`src/rtl/level_alarm_ctrl.sv`:
```
// -----------------------------------------------------------------------------
// level_alarm_ctrl
//
// Sits between the probe/button front end and the 7-segment driver of the
// liquid level meter. It debounces the raw 8-probe thermometer code into a
// 0..8 level, keeps the user-set high/low thresholds, and runs the
// hysteresis alarm state machine that drives the two alarm LEDs.
//
// Ports
//   clk_100MHz     in   1  system clock
//   reset_n        in   1  synchronous active-low reset
//   sensors_input  in   8  raw probe bits (asynchronous), bit0 = lowest probe
//   setup_input    in   8  threshold switches, thermometer code
//   saveH_pulse    in   1  one-cycle request to store setup_input as high thr
//   saveL_pulse    in   1  one-cycle request to store setup_input as low thr
//   level          out  4  accepted level 1..8, 0 on fault
//   level_valid    out  1  accepted code is a legal thermometer code
//   thr_high       out  4  stored high threshold
//   thr_low        out  4  stored low threshold
//   save_reject    out  1  one-cycle pulse, a save request was refused
//   LED1           out  1  high-alarm LED
//   LED2           out  1  low-alarm LED
//
// Alarm states
//   state     | meaning
//   ----------+--------------------------------------------------------
//   ST_FAULT  | accepted code illegal or dry harness, both LEDs solid on
//   ST_NORMAL | level strictly between the thresholds, LEDs off
//   ST_HIGH   | level at/above high threshold, LED1 blinks
//   ST_LOW    | level at/below low threshold, LED2 blinks
// -----------------------------------------------------------------------------
module level_alarm_ctrl #(
    parameter int STABLE_CYCLES = 1_000_000,
    parameter int BLINK_CYCLES  = 25_000_000,
    parameter int HYST          = 1,
    parameter int THR_H_RST     = 7,
    parameter int THR_L_RST     = 1
) (
    input  logic       clk_100MHz,
    input  logic       reset_n,
    input  logic [7:0] sensors_input,
    input  logic [7:0] setup_input,
    input  logic       saveH_pulse,
    input  logic       saveL_pulse,
    output logic [3:0] level,
    output logic       level_valid,
    output logic [3:0] thr_high,
    output logic [3:0] thr_low,
    output logic       save_reject,
    output logic       LED1,
    output logic       LED2
);

    localparam int STAB_W  = $clog2(STABLE_CYCLES + 1);
    localparam int BLINK_W = $clog2(BLINK_CYCLES + 1);

    localparam logic [STAB_W-1:0]  STAB_RELOAD  = STAB_W'(STABLE_CYCLES - 1);
    localparam logic [BLINK_W-1:0] BLINK_RELOAD = BLINK_W'(BLINK_CYCLES - 1);
    localparam logic [STAB_W-1:0]  STAB_ONE     = STAB_W'(1);
    localparam logic [BLINK_W-1:0] BLINK_ONE    = BLINK_W'(1);

    typedef enum logic [1:0] {
        ST_FAULT  = 2'd0,
        ST_NORMAL = 2'd1,
        ST_HIGH   = 2'd2,
        ST_LOW    = 2'd3
    } state_t;

    // 0..01..1 with at least one bit set; x & (x+1) clears the low run of ones
    function automatic logic is_thermo(input logic [7:0] code);
        return (code != 8'd0) && ((code & (code + 8'd1)) == 8'd0);
    endfunction

    function automatic logic [3:0] popcount8(input logic [7:0] code);
        logic [3:0] cnt;
        cnt = 4'd0;
        for (int i = 0; i < 8; i++) begin
            cnt = cnt + {3'd0, code[i]};
        end
        return cnt;
    endfunction

    // ------------------------------------------------------------------
    // Sensor path: synchroniser + stability down-counter
    // ------------------------------------------------------------------
    logic [7:0]        r_sync1;
    logic [7:0]        r_sync2;
    logic [STAB_W-1:0] r_stab_cnt;
    logic [3:0]        r_level;
    logic              r_level_valid;

    logic              w_code_same;
    logic              w_accept;
    logic              w_code_legal;
    logic [3:0]        w_code_lvl;

    // r_sync1 is the value r_sync2 takes on the next edge, so comparing the
    // two flags a change one cycle early and the counter reloads on the
    // same edge the new code lands in r_sync2.
    assign w_code_same  = (r_sync1 == r_sync2);
    assign w_accept     = w_code_same && (r_stab_cnt == '0);
    assign w_code_legal = is_thermo(r_sync2);
    assign w_code_lvl   = popcount8(r_sync2);

    always_ff @(posedge clk_100MHz) begin
        if (!reset_n) begin
            r_sync1       <= 8'd0;
            r_sync2       <= 8'd0;
            r_stab_cnt    <= '0;
            r_level       <= 4'd0;
            r_level_valid <= 1'b0;
        end else begin
            r_sync1 <= sensors_input;
            r_sync2 <= r_sync1;

            if (!w_code_same) begin
                r_stab_cnt <= STAB_RELOAD;
            end else if (r_stab_cnt != '0) begin
                r_stab_cnt <= r_stab_cnt - STAB_ONE;
            end

            // Re-accepting the same code every cycle once settled is harmless.
            if (w_accept) begin
                if (w_code_legal) begin
                    r_level       <= w_code_lvl;
                    r_level_valid <= 1'b1;
                end else begin
                    r_level       <= 4'd0;
                    r_level_valid <= 1'b0;
                end
            end
        end
    end

    // ------------------------------------------------------------------
    // Threshold storage
    // ------------------------------------------------------------------
    logic [3:0] r_thr_high;
    logic [3:0] r_thr_low;
    logic       r_save_reject;

    logic       w_setup_legal;
    logic [3:0] w_setup_lvl;
    logic [3:0] w_thr_high_nxt;
    logic [3:0] w_thr_low_nxt;
    logic       w_reject;

    assign w_setup_legal = is_thermo(setup_input);
    assign w_setup_lvl   = popcount8(setup_input);

    // Thresholds must stay strictly ordered (low < high); simultaneous
    // requests are ambiguous and are refused as a whole.
    always_comb begin
        w_thr_high_nxt = r_thr_high;
        w_thr_low_nxt  = r_thr_low;
        w_reject       = 1'b0;
        if (saveH_pulse && saveL_pulse) begin
            w_reject = 1'b1;
        end else if (saveH_pulse) begin
            if (w_setup_legal && (w_setup_lvl > r_thr_low)) begin
                w_thr_high_nxt = w_setup_lvl;
            end else begin
                w_reject = 1'b1;
            end
        end else if (saveL_pulse) begin
            if (w_setup_legal && (w_setup_lvl < r_thr_high)) begin
                w_thr_low_nxt = w_setup_lvl;
            end else begin
                w_reject = 1'b1;
            end
        end
    end

    always_ff @(posedge clk_100MHz) begin
        if (!reset_n) begin
            r_thr_high    <= 4'(THR_H_RST);
            r_thr_low     <= 4'(THR_L_RST);
            r_save_reject <= 1'b0;
        end else begin
            r_thr_high    <= w_thr_high_nxt;
            r_thr_low     <= w_thr_low_nxt;
            r_save_reject <= w_reject;
        end
    end

    // ------------------------------------------------------------------
    // Alarm FSM
    // ------------------------------------------------------------------
    state_t             r_state;
    state_t             w_state_nxt;
    logic [BLINK_W-1:0] r_blink_cnt;
    logic               r_blink_on;
    logic               r_led1;
    logic               r_led2;

    logic               w_led1_nxt;
    logic               w_led2_nxt;
    logic               w_state_entry;
    logic               w_at_high;
    logic               w_at_low;
    logic [4:0]         w_level_hyst;
    logic [4:0]         w_thr_low_hyst;

    // Extra bit keeps level+HYST and thr_low+HYST from wrapping.
    assign w_level_hyst   = {1'b0, r_level} + 5'(HYST);
    assign w_thr_low_hyst = {1'b0, r_thr_low} + 5'(HYST);
    assign w_at_high      = (r_level >= r_thr_high);
    assign w_at_low       = (r_level <= r_thr_low);
    assign w_state_entry  = (w_state_nxt != r_state);

    always_ff @(posedge clk_100MHz) begin
        if (!reset_n) begin
            r_state <= ST_FAULT;
        end else begin
            r_state <= w_state_nxt;
        end
    end

    always_comb begin
        w_state_nxt = r_state;
        w_led1_nxt  = 1'b0;
        w_led2_nxt  = 1'b0;

        if (!r_level_valid) begin
            w_state_nxt = ST_FAULT;
        end else begin
            case (r_state)
                ST_FAULT: begin
                    if (w_at_high) begin
                        w_state_nxt = ST_HIGH;
                    end else if (w_at_low) begin
                        w_state_nxt = ST_LOW;
                    end else begin
                        w_state_nxt = ST_NORMAL;
                    end
                end
                ST_NORMAL: begin
                    if (w_at_high) begin
                        w_state_nxt = ST_HIGH;
                    end else if (w_at_low) begin
                        w_state_nxt = ST_LOW;
                    end
                end
                ST_HIGH: begin
                    if (w_level_hyst < {1'b0, r_thr_high}) begin
                        w_state_nxt = ST_NORMAL;
                    end
                end
                ST_LOW: begin
                    if ({1'b0, r_level} > w_thr_low_hyst) begin
                        w_state_nxt = ST_NORMAL;
                    end
                end
                default: w_state_nxt = ST_FAULT;
            endcase
        end

        case (r_state)
            ST_FAULT: begin
                w_led1_nxt = 1'b1;
                w_led2_nxt = 1'b1;
            end
            ST_HIGH:  w_led1_nxt = r_blink_on;
            ST_LOW:   w_led2_nxt = r_blink_on;
            default: begin
                w_led1_nxt = 1'b0;
                w_led2_nxt = 1'b0;
            end
        endcase
    end

    // Blink phase restarts ON at every state entry, so an alarm always
    // shows a full ON half-period first.
    always_ff @(posedge clk_100MHz) begin
        if (!reset_n) begin
            r_blink_cnt <= '0;
            r_blink_on  <= 1'b0;
            r_led1      <= 1'b0;
            r_led2      <= 1'b0;
        end else begin
            if (w_state_entry) begin
                r_blink_cnt <= BLINK_RELOAD;
                r_blink_on  <= 1'b1;
            end else if (r_blink_cnt == '0) begin
                r_blink_cnt <= BLINK_RELOAD;
                r_blink_on  <= ~r_blink_on;
            end else begin
                r_blink_cnt <= r_blink_cnt - BLINK_ONE;
            end
            r_led1 <= w_led1_nxt;
            r_led2 <= w_led2_nxt;
        end
    end

    assign level       = r_level;
    assign level_valid = r_level_valid;
    assign thr_high    = r_thr_high;
    assign thr_low     = r_thr_low;
    assign save_reject = r_save_reject;
    assign LED1        = r_led1;
    assign LED2        = r_led2;

endmodule

```
`config.mk`:
```
export PLATFORM = sky130hd
export DESIGN_NAME = level_alarm_ctrl
export DESIGN_NICKNAME = d
export VERILOG_FILES = /design/src/rtl/level_alarm_ctrl.sv
export SDC_FILE = /design/constraint.sdc
export NUM_CORES = 1
export LEC_CHECK = 0
export CORE_ASPECT_RATIO = 1.75
export CORE_MARGIN = 2
export CORE_UTILIZATION = 46
export CTS_BUF_LIST = sky130_fd_sc_hd__clkbuf_16
export DETAILED_ROUTE_END_ITERATION = 16
export PLACE_DENSITY = 0.79
export SKIP_CTS_REPAIR_TIMING = 1
export SLEW_MARGIN = 15
export SYNTH_ARGS = -nofsm -noshare
export SYNTH_HDL_FRONTEND = slang
export SYNTH_SLANG_ARGS = --single-unit
```
`constraint.sdc`:
```
create_clock -name clk_100MHz -period 4.6 [get_ports clk_100MHz]
set_input_delay 0.92 -clock clk_100MHz [delete_from_list [all_inputs] [get_ports clk_100MHz]]
set_output_delay 0.92 -clock clk_100MHz [all_outputs]
set_load 0.005 [all_outputs]
```
* Yosys cells after proc, flatten, opt, wreduce, memory -nomap -nowiden
Index checks and enable logic that the tools add are counted.
** Operators by class
- Bitwise logic cells :: 6
- Add/subtract/negate cells :: 20
- Eq/ne operators :: 6
- Muxes and demuxes :: 23
- Reduce and logical (&&, ||, !) cells :: 19
- Magnitude comparators :: 6
** Operator list (number)
- two-way mux 25 bit :: 2
- two-way mux 20 bit :: 2
- adder 4 x 1 -> 4 bit :: 8
- logical NOT 25 bit :: 1
- subtractor 25 x 1 -> 25 bit (second input constant) :: 1
- logical NOT 20 bit :: 1
- nonzero test 20 bit :: 1
- subtractor 20 x 1 -> 20 bit (second input constant) :: 1
- adder 8 x 1 -> 8 bit (second input constant) :: 2
- bitwise AND 8 bit :: 2
- logical NOT 8 bit :: 2
- nonzero test 8 bit :: 2
- two-way mux 2 bit :: 7
- adder 4 x 1 -> 5 bit (second input constant) :: 2
- adder 3 x 1 -> 4 bit :: 2
- equality test 8 bit :: 1
- two-way mux 1 bit :: 8
- one-hot mux 2 bit (4 select lines) :: 1
- adder 2 x 1 -> 3 bit :: 2
- logical AND 1 bit :: 6
- > comparator 4 x 5 -> 1 bit :: 1
- < comparator 5 x 4 -> 1 bit :: 1
- adder 1 x 1 -> 2 bit :: 2
- equality test 2 bit (second input constant) :: 2
- 16 further kinds :: 20
** Storage, ports and cells
- Logic and storage cells :: 95
- Input bits :: 20
- Register bits after elaboration :: 80
- Output and inout port bits :: 16

* Longest topological paths before layout
Gate-level depths: netlist of the first run.
- Depth after elaboration :: 13
- Gate-level depth with buffers :: 14
- Mapped depth without buffers :: 14

* Worst setup path before layout of the first run
Ideal clock, no wire load.
- Kind :: in2reg
- Start :: in setup_input[0]
- End :: reg r_thr_low[1] (netlist: thr_low[1])
- Setup time :: 0.116 ns
- Path buffers :: 0
- Path slack :: -0.151 ns
- Arrival :: 4.635 ns
- Required time :: 4.484 ns
- Cell stages on the path :: 14
- Cells stage by stage :: fa_1 inv_1 fa_1 fa_1 inv_1 ha_1 fa_1 ha_1 a21o_1 a21o_1 a211o_1 nor3b_2 mux2i_1 nor2b_1
** On the way
- Cells in the longest elaborated chain, start to end :: 10
- Elaborated cells on any way between the ends :: 15
- Classes of those cells :: add/sub (8); order compare (1); bitwise (1); reduce/logical (5)
** Ends and longest elaborated chain
- start, declared :: line 42 : input logic [7:0] setup_input,
- adder 1 x 1 -> 2 bit (*) :: line 78 : cnt = cnt + {3'd0, code[i]};
- adder 2 x 1 -> 3 bit (*) :: line 78
- adder 3 x 1 -> 4 bit (*) :: line 78
- adder 4 x 1 -> 4 bit (*) (4 in series) :: line 78
- named net w_setup_lvl[1] :: line 143 : logic [3:0] w_setup_lvl;
- < comparator 4 bit :: line 166 : if (w_setup_legal && (w_setup_lvl < r_thr_high)) begin
- logical AND 1 bit :: line 166
- AND reduction 4 bit (no line)
- end signal, assigned :: line 177 : r_thr_low <= 4'(THR_L_RST);
- end signal, assigned :: line 181 : r_thr_low <= w_thr_low_nxt;
- end, declared :: line 139 : logic [3:0] r_thr_low;
Mark *: on every way through the listed nets, which the timed path passes. The rest lies on a longest branch.
A chain may end at the register's enable or synchronous reset.

* Worst setup path in the final report of the first run
- Start :: in setup_input[0]
- End :: reg r_thr_low[2] (netlist: thr_low[2])
** On the way
- Cells in the longest elaborated chain, start to end :: 10
- Elaborated cells on any way between the ends :: 15
- Classes of those cells :: add/sub (8); order compare (1); bitwise (1); reduce/logical (5)
** Ends and longest elaborated chain (line)
- adder 1 x 1 -> 2 bit :: 78
- adder 2 x 1 -> 3 bit :: 78
- adder 3 x 1 -> 4 bit :: 78
- adder 4 x 1 -> 4 bit (4 in series) :: 78
- named net w_setup_lvl[1] :: 143
- < comparator 4 bit :: 166
- logical AND 1 bit :: 166
- AND reduction 4 bit (no line)
The timed path passes the listed nets, and every way through them passes these cells.

==> results of run 1 <==
==> layer usage <==
layer | up-vias | wire, microns | track usage [%]
met2 | 68 | 5810 | 39.0
met4 | 0 | 212 | 8.57
li1 | 1867 | - | -
met3 | 19 | 248 | 3.69
met5 | - | 0 | 0
met1 | 1789 | 3790 | 18.9
==> power groups by stage <==
stage | registers, mW | logic, mW | clock network (mW)
2_1_floorplan | 0.915 | 0.676 | 0
3_3_place_gp | 0.931 | 0.800 | 0
3_5_place_dp | 0.941 | 0.838 | 0
4_1_cts | 0.926 | 0.848 | 0.745
5_1_grt | 0.947 | 0.976 | 0.771
6_report | 0.927 | 0.879 | 0.733
==> worst max path at each step <==
stage                   start          to  slack (ns)  depth (start not counted)
2_1_floorplan  setup_input[0]  thr_low[1]       -0.06                         14
3_3_place_gp   setup_input[0]  thr_low[1]       -0.61                         15
3_5_place_dp   setup_input[0]  thr_low[1]       -0.68                         15
4_1_cts        setup_input[0]  thr_low[1]       -0.35                         15
5_1_grt        setup_input[0]  thr_low[1]       -0.18                         15
6_report       setup_input[0]  thr_low[2]       -0.04                         15
==> sequential cells by signal, indices dropped and copies added (netlist names) <==
register     cells
LED1             1
r_blink_on       1
thr_low          4
r_state          2
save_reject      1
thr_high         4
r_stab_cnt      20
level            4
LED2             1
r_blink_cnt     25
r_sync1          8
level_valid      1
r_sync2          8
==> synth_stat cells (all sizes together), types with 16 or more instances <==
cell type   n  area (sq um)
o31a       18           158
and2       20           125
xnor2      31           279
ha         43           538
nor2       26           105
nor4       16           106
inv        40           150
a21oi      19          95.1
nand2      34           140
o21ai      22           110
dfxtp      80          1600
==> layout make-up <==
class | instances | area, sq um | area share (%)
sequential | 80 | 1600 | 28.9
tap | 125 | 156 | 2.82
clock buffer | 9 | 225 | 4.06
timing repair buffer | 50 | 453 | 8.17
clock inverter | 6 | 77.6 | 1.40
inverter | 40 | 150 | 2.71
multi-input combinational | 366 | 2880 | 51.9
==> kinds of logic after synthesis <==
family                   Yosys count  synth area share, %
multiplexers                       8                 1.73
AO/OA/AOI/OAI                    101                 15.0
AND/OR/NAND/NOR                  161                 20.2
adder cells (fa/ha/maj)           51                 15.1
XOR/XNOR                          45                 8.68
buffers and inverters             56                 4.78
flip-flops                        80                 34.6
==> stage by stage <==
step | utilization (%) | TNS [ns] | total power, mW | hold WS [ns] | area, sq um
after global routing | 56.3 | -0.799 | 2.69 | 0.488 | 5540
final | 56.3 | -0.117 | 2.54 | 0.476 | 5540
after CTS | 55.8 | -2.57 | 2.52 | 0.481 | 5490
after detailed placement | 52.7 | -5.50 | 1.78 | 0.466 | 5190
after global placement | 52.7 | -4.91 | 1.73 | 0.459 | 5190
after floorplan | - | -0.180 | 1.59 | 0.452 | 4640
==> metrics.yaml, run 1 <==
setup_path:
  slowest_delay_ns: 0.55
  rr_startpoint: "r_sync2[1]"
  crit_buf_inv: 3
  end_kind: "register"
  r2r_cells: 11
  cp_slowest_cell: "fa_1"
  startpoint_type: "input pin"
  cp.arrival_ns: 4.87
  path_cells: "buf_6 -> fa_1 -> inv_1 -> fa_1 -> fa_1 -> inv_1 -> ha_2 -> fa_1 -> ha_1 -> a21o_1 -> a21o_1 -> a211o_1 -> nor3b_4 -> mux2i_1 -> nor2b_1"
  cp_max_fo: 5
  rrSetupSlack_ns: 1.46
  worstPathRequired_ns: 4.83
  cp_top_family: "adder cells"
  r2r-end: "level[2]"
  cp_common_cell: "fa_1"
  critPathKind: "in2reg"
status:
  violations: "negative setup slack"
  status: "finished with violations"
route:
  routed_wl_mm: 10.1
  drtIter0Drc: 185
  viasPerCell: 5.54
  avgRoutedWirePerCell_microns: 14.9
  post-route-drc-count: 0
  antenna_left: 0
  dr.pass1.iters: 4
  vias: 3743
finish:
  drive_gt1_share_pct: 10.3
  stdcell_count: 676
  mostFrequentLayoutCell: "dfxtp_1"
  antenna_cells: 0
  fillers: 858
  syn2layout_area_growth_pct: 19.7
  layout_common_cells: "dfxtp_1, inv_1, ha_1"
  nNetsFinal: 618
power:
  internal_power_mw: 1.74
  p_switching_mw: 0.796
  p_sw_share_pct: 31.3
  power.density_nw_per_um2: 458
  clkPwrFrac_pct: 28.9
  power_frac_comb_pct: 34.6
  peakVddDrop_mv: 0.221
  seq_power_share_pct: 36.5
  p_leak_nw: 2.32
clock_tree:
  cts_tree: "built"
  clk_pin_slew_ns: 0.06
  insertion_delay_ns: 0.33
  cts_buffers: 9
  clock-sinks: 80
  htreeDepth: 3
  clock_path_buffers: 2
  root_buffer: "clkbuf_16"
sta:
  fin_crit_ns: 4.64
  rsz0062_at_grt: "true"
  finalWorstSetupSlack_ns: -0.0428
  finalHoldViolCount: 0
  drv_slew: 0
  clock_skew_ns: 0.00438
  slew_headroom_pct: 47.8
  period_share_pct: 101
  worst_pin_slew_ns: 0.776
  max_freq_mhz: 215
  setup_viol: 3
job:
  max-cap-violations: 0
grt:
  grt_max_degree: 34
  grt_usage_pct: 19.6
  grt_overflow_total: 0
  antenna_found_initial: 0
  grt_pass1_vias: 3847
  grt_first_pass_wirelength_mm: 17.0
placement:
  dp_worst_setup_slack_ns: -0.678
  hpwl_mm: 7.38
  gp_congestion: 0.808
  port_buffers: 35
  dp_cells: 660
hold_path:
  hold_path_startpoint: "r_sync1[5]"
  hold_path.class: "reg2reg"
  hold_end: "r_sync2[5]"
  hold_path_depth: 1
floorplanning:
  die_h_microns: 137
  die-area_sq_um: 10900
  row_count: 48
  pin_count: 36
  dieWidth_microns: 79.8
  core_region_area_sq_um: 9850
  start_util_pct: 47.0
yosys:
  avgSynthCellArea_sq_um: 9.22
  yosys_warnings: 0
  synth-async-reset-ratio_pct: 0
  synth_edf_count: 0
  synth_fp_nets: 573
  synth_cell_type_count: 62
  yosysSeqAreaShare_pct: 34.6
  synth_area_sq_um: 4630
  postSynthCellCount: 502
  synth-seq-cells: 80
  ys.flop_type: "dfxtp_1"
(Power assumes the default switching activity.)
==> run 2: changes to the inputs <==
--- a/config.mk
+++ b/config.mk
@@ -5,6 +5,7 @@
 export SDC_FILE = /design/constraint.sdc
 export NUM_CORES = 1
 export LEC_CHECK = 0
+export ABC_AREA = 1
 export CORE_ASPECT_RATIO = 1.75
 export CORE_MARGIN = 2
 export CORE_UTILIZATION = 46
@@ -16,3 +17,4 @@
 export SYNTH_ARGS = -nofsm -noshare
 export SYNTH_HDL_FRONTEND = slang
 export SYNTH_SLANG_ARGS = --single-unit
+export TNS_END_PERCENT = 50
==> metrics.yaml, run 2 <==
setup_path:
  critPathKind: "in2reg"  # unchanged
  cp_max_fo: 4  # was 5
  worstPathRequired_ns: 4.88  # was 4.83 ns
  startpoint_type: "input pin"  # unchanged
  cp.arrival_ns: 4.63  # was 4.87 ns
  r2r-end: "level[2]"  # unchanged
  rrSetupSlack_ns: 1.72  # was 1.46 ns
  critPathLaunch: "setup_input[0]"  # unchanged
  end_kind: "register"  # unchanged
  r2r_cells: 10  # was 11
  rr_startpoint: "r_sync2[1]"  # unchanged
finish:
  largest_register: "r_blink_cnt"  # unchanged
  antenna_cells: 0  # unchanged
  fillers: 947  # was 858
  reg.largest.list: "r_blink_cnt (25), r_stab_cnt (20)"  # unchanged
  mostFrequentLayoutCell: "inv_1"  # was dfxtp_1
  nNetsFinal: 769  # was 618
  stdcell_count: 830  # was 676
  largest_reg_flops: 25  # unchanged
  syn2layout_area_growth_pct: 17.8  # was 19.7%
  final_area_sq_um: 5770  # was 5540 sq um
  layout_common_cells: "inv_1, nand2_1, dfxtp_1"  # was dfxtp_1, inv_1, ha_1
  drive_gt1_share_pct: 10.5  # was 10.3%
  fin_util_pct: 56.0  # was 56.3%
placement:
  dp_worst_setup_slack_ns: -0.513  # was -0.678 ns
  dp_cells: 813  # was 660
  hpwl_mm: 8.26  # was 7.38 mm
  gp_congestion: 0.922  # was 0.808
  port_buffers: 35  # unchanged
  place_area_sq_um: 5430  # was 5190 sq um
grt:
  antenna_found_initial: 0  # unchanged
  grt_overflow_total: 0  # unchanged
  grt_first_pass_wirelength_mm: 18.5  # was 17.0 mm
  grt_max_degree: 30  # was 34
  grt_usage_pct: 20.2  # was 19.6%
  grt_pass1_vias: 4343  # was 3847
sta:
  clock_skew_ns: 0.0101  # was 0.00438 ns
  drv_slew: 0  # unchanged
  setup_viol: 0  # was 3
  period_share_pct: 94.7  # was 101%
  slew_headroom_pct: 44.3  # was 47.8%
  max_freq_mhz: 230  # was 215 MHz
  finalWorstSetupSlack_ns: 0.245  # was -0.0428 ns
  worst_pin_slew_ns: 0.835  # was 0.776 ns
  rsz0062_at_grt: "false"  # was true
  finalHoldViolCount: 0  # unchanged
  fin_crit_ns: 4.36  # was 4.64 ns
hold_path:
  hold_path.class: "reg2reg"  # unchanged
  hold_path_startpoint: "r_sync1[1]"  # was r_sync1[5]
  hold_path_depth: 2  # was 1
  hold_end: "r_sync2[1]"  # was r_sync2[5]
power:
  seq_power_share_pct: 35.2  # was 36.5%
  clkPwrFrac_pct: 27.4  # was 28.9%
  internal_power_mw: 1.66  # was 1.74 mW
  p_leak_nw: 2.71  # was 2.32 nW
  p_switching_mw: 1.02  # was 0.796 mW
  power.density_nw_per_um2: 465  # was 458 nW/um^2
  p_sw_share_pct: 37.9  # was 31.3%
  peakVddDrop_mv: 0.256  # was 0.221 mV
  power_frac_comb_pct: 37.3  # was 34.6%
floorplanning:
  start_util_pct: 47.5  # was 47.0%
  dieWidth_microns: 82.0  # was 79.8 microns
  pin_count: 36  # unchanged
  die_h_microns: 140  # was 137 microns
  row_count: 49  # was 48
  core_region_area_sq_um: 10300  # was 9850 sq um
  die-area_sq_um: 11500  # was 10900 sq um
yosys:
  synth-async-reset-ratio_pct: 0  # unchanged
  synth_top_family_by_area: "simple AND/OR/NAND/NOR gates"  # unchanged
  avgSynthCellArea_sq_um: 7.52  # was 9.22 sq um
  synthAdderAreaFrac_pct: 14.3  # was 15.1%
  synth_top_area_share_pct: 32.7  # was 34.6%
  postSynthCellCount: 651  # was 502
  yosys_warnings: 0  # unchanged
  synth_area_leaders: "dfxtp_1, ha_1, inv_1"  # was dfxtp_1, ha_1, xnor2_1
  yosysSeqAreaShare_pct: 32.7  # was 34.6%
  synth_area_sq_um: 4890  # was 4630 sq um
  synthMuxAreaShare_pct: 0  # was 1.73%
  synth-xor-area-share_pct: 6.62  # was 8.68%
  yosys.area_share.simple_pct: 26.5  # was 20.2%
  synth-seq-cells: 80  # unchanged
  synth_fp_nets: 722  # was 573
  synth.most_common_cell: "inv_1"  # was dfxtp_1
  yosys.area.top_type: "dfxtp_1"  # unchanged
  synth_compound_area_share_pct: 10.4  # was 15.0%
  post_synth_most_frequent_cells: "inv_1, nand2_1, dfxtp_1"  # was dfxtp_1, ha_1, inv_1
  ys.flop_type: "dfxtp_1"  # unchanged
  synth_edf_count: 0  # unchanged
  synth_cell_type_count: 43  # was 62
route:
  dr_wl_met3_microns: 327  # was 248 microns
  vias: 4322  # was 3743
  met2_length_mm: 6.15  # was 5.81 mm
  avgRoutedWirePerCell_microns: 13.1  # was 14.9 microns
  post-route-drc-count: 0  # unchanged
  drtIter0Drc: 182  # was 185
  routed_wl_mm: 10.9  # was 10.1 mm
  dr.pass1.iters: 4  # unchanged
  antenna_left: 0  # unchanged
  routedLengthMet1_mm: 4.00  # was 3.79 mm
  viasPerCell: 5.21  # was 5.54
  maxUsedRoutingLayer: "met4"  # unchanged
clock_tree:
  clk_pin_slew_ns: 0.07  # was 0.06 ns
  clock_path_buffers: 2  # unchanged
  htreeDepth: 3  # unchanged
  root_buffer: "clkbuf_16"  # unchanged
  clock-sinks: 80  # unchanged
  cts_buffers: 9  # unchanged
  insertion_delay_ns: 0.34  # was 0.33 ns
  cts_tree: "built"  # unchanged
status:
  status: "completed"  # was finished with violations
job:
  max-cap-violations: 0  # unchanged
run 2: changes by cell type after synthesis, sizes merged, moves of 11 or more:
cell,previous run,this run
nand2,34,109
inv,40,111
nor2,26,88
a21oi,19,49
and2,20,0
nand3,8,28
o31a,18,0
a21boi,12,1
nand4,3,14
xnor2,31,20
run 2: layer usage:
layer  vias to the layer above  global-route usage, %
met5                         -                      0
met2                        87                   38.3
met3                        35                   3.93
met4                         0                   10.1
met1                      2023                   19.7
li1                       2177                      -
run 2: worst max path at each step:
stage | endpoint | cells after the start | slack (ns)
global placement | thr_high[3] | 18 | -0.41
global route | thr_low[2] | 16 | 0.1
finish | thr_low[2] | 16 | 0.24
floorplan | thr_low[1] | 15 | 0.23
CTS | thr_high[3] | 18 | -0.17
detailed placement | thr_high[3] | 18 | -0.51
run 2: cell families (layout without fill, tap and decap cells):
kind of cell / count (synthesis) / count (layout)
buffers and inverters: 120 / 172
DFF: 80 / 80
and+or+nand+nor: 270 / 270
AOI/OAI and AO/OA: 93 / 93
xor gates and xnor gates: 37 / 37
adders and majority gates: 51 / 51
run 2: layout make-up:
type / count / area (sq um) / area share, %
well taps: 127 / 159 / 2.76
multi-input cells: 451 / 2850 / 49.5
clock inverters: 7 / 78.8 / 1.37
clock buffers: 9 / 225 / 3.91
repair buffers: 45 / 433 / 7.51
inverters: 111 / 417 / 7.23
flip-flops and latches: 80 / 1600 / 27.8
run 2: stage by stage:
step	hold WS (ns)	power (mW)	setup TNS (ns)
floorplan	0.415	1.71	0
global placement	0.423	1.88	-3.09
finish	0.439	2.68	0
CTS	0.441	2.67	-0.872
detailed placement	0.432	1.93	-4.06
global route	0.455	2.86	0
run 2: critical path, cell delays in order:
cell and delay (ns):
dlymetal6s2s_1 0.15, fa_1 0.54, inv_1 0.05, fa_1 0.44, fa_1 0.49, inv_1 0.04
ha_1 0.20, fa_2 0.58, ha_1 0.23, a21boi_0 0.12, o211ai_1 0.20, nand2_1 0.09
nor2_2 0.15, nand3_2 0.13, buf_4 0.16, a21oi_1 0.14
run 2: power groups by stage:
stage	clock (mW)	sequential, mW	combinational [mW]
after CTS	0.741	0.942	0.989
after global placement	0	0.948	0.936
after detailed placement	0	0.955	0.976
after floorplan	0	0.927	0.780
after global routing	0.773	0.958	1.13
final	0.735	0.944	1.00
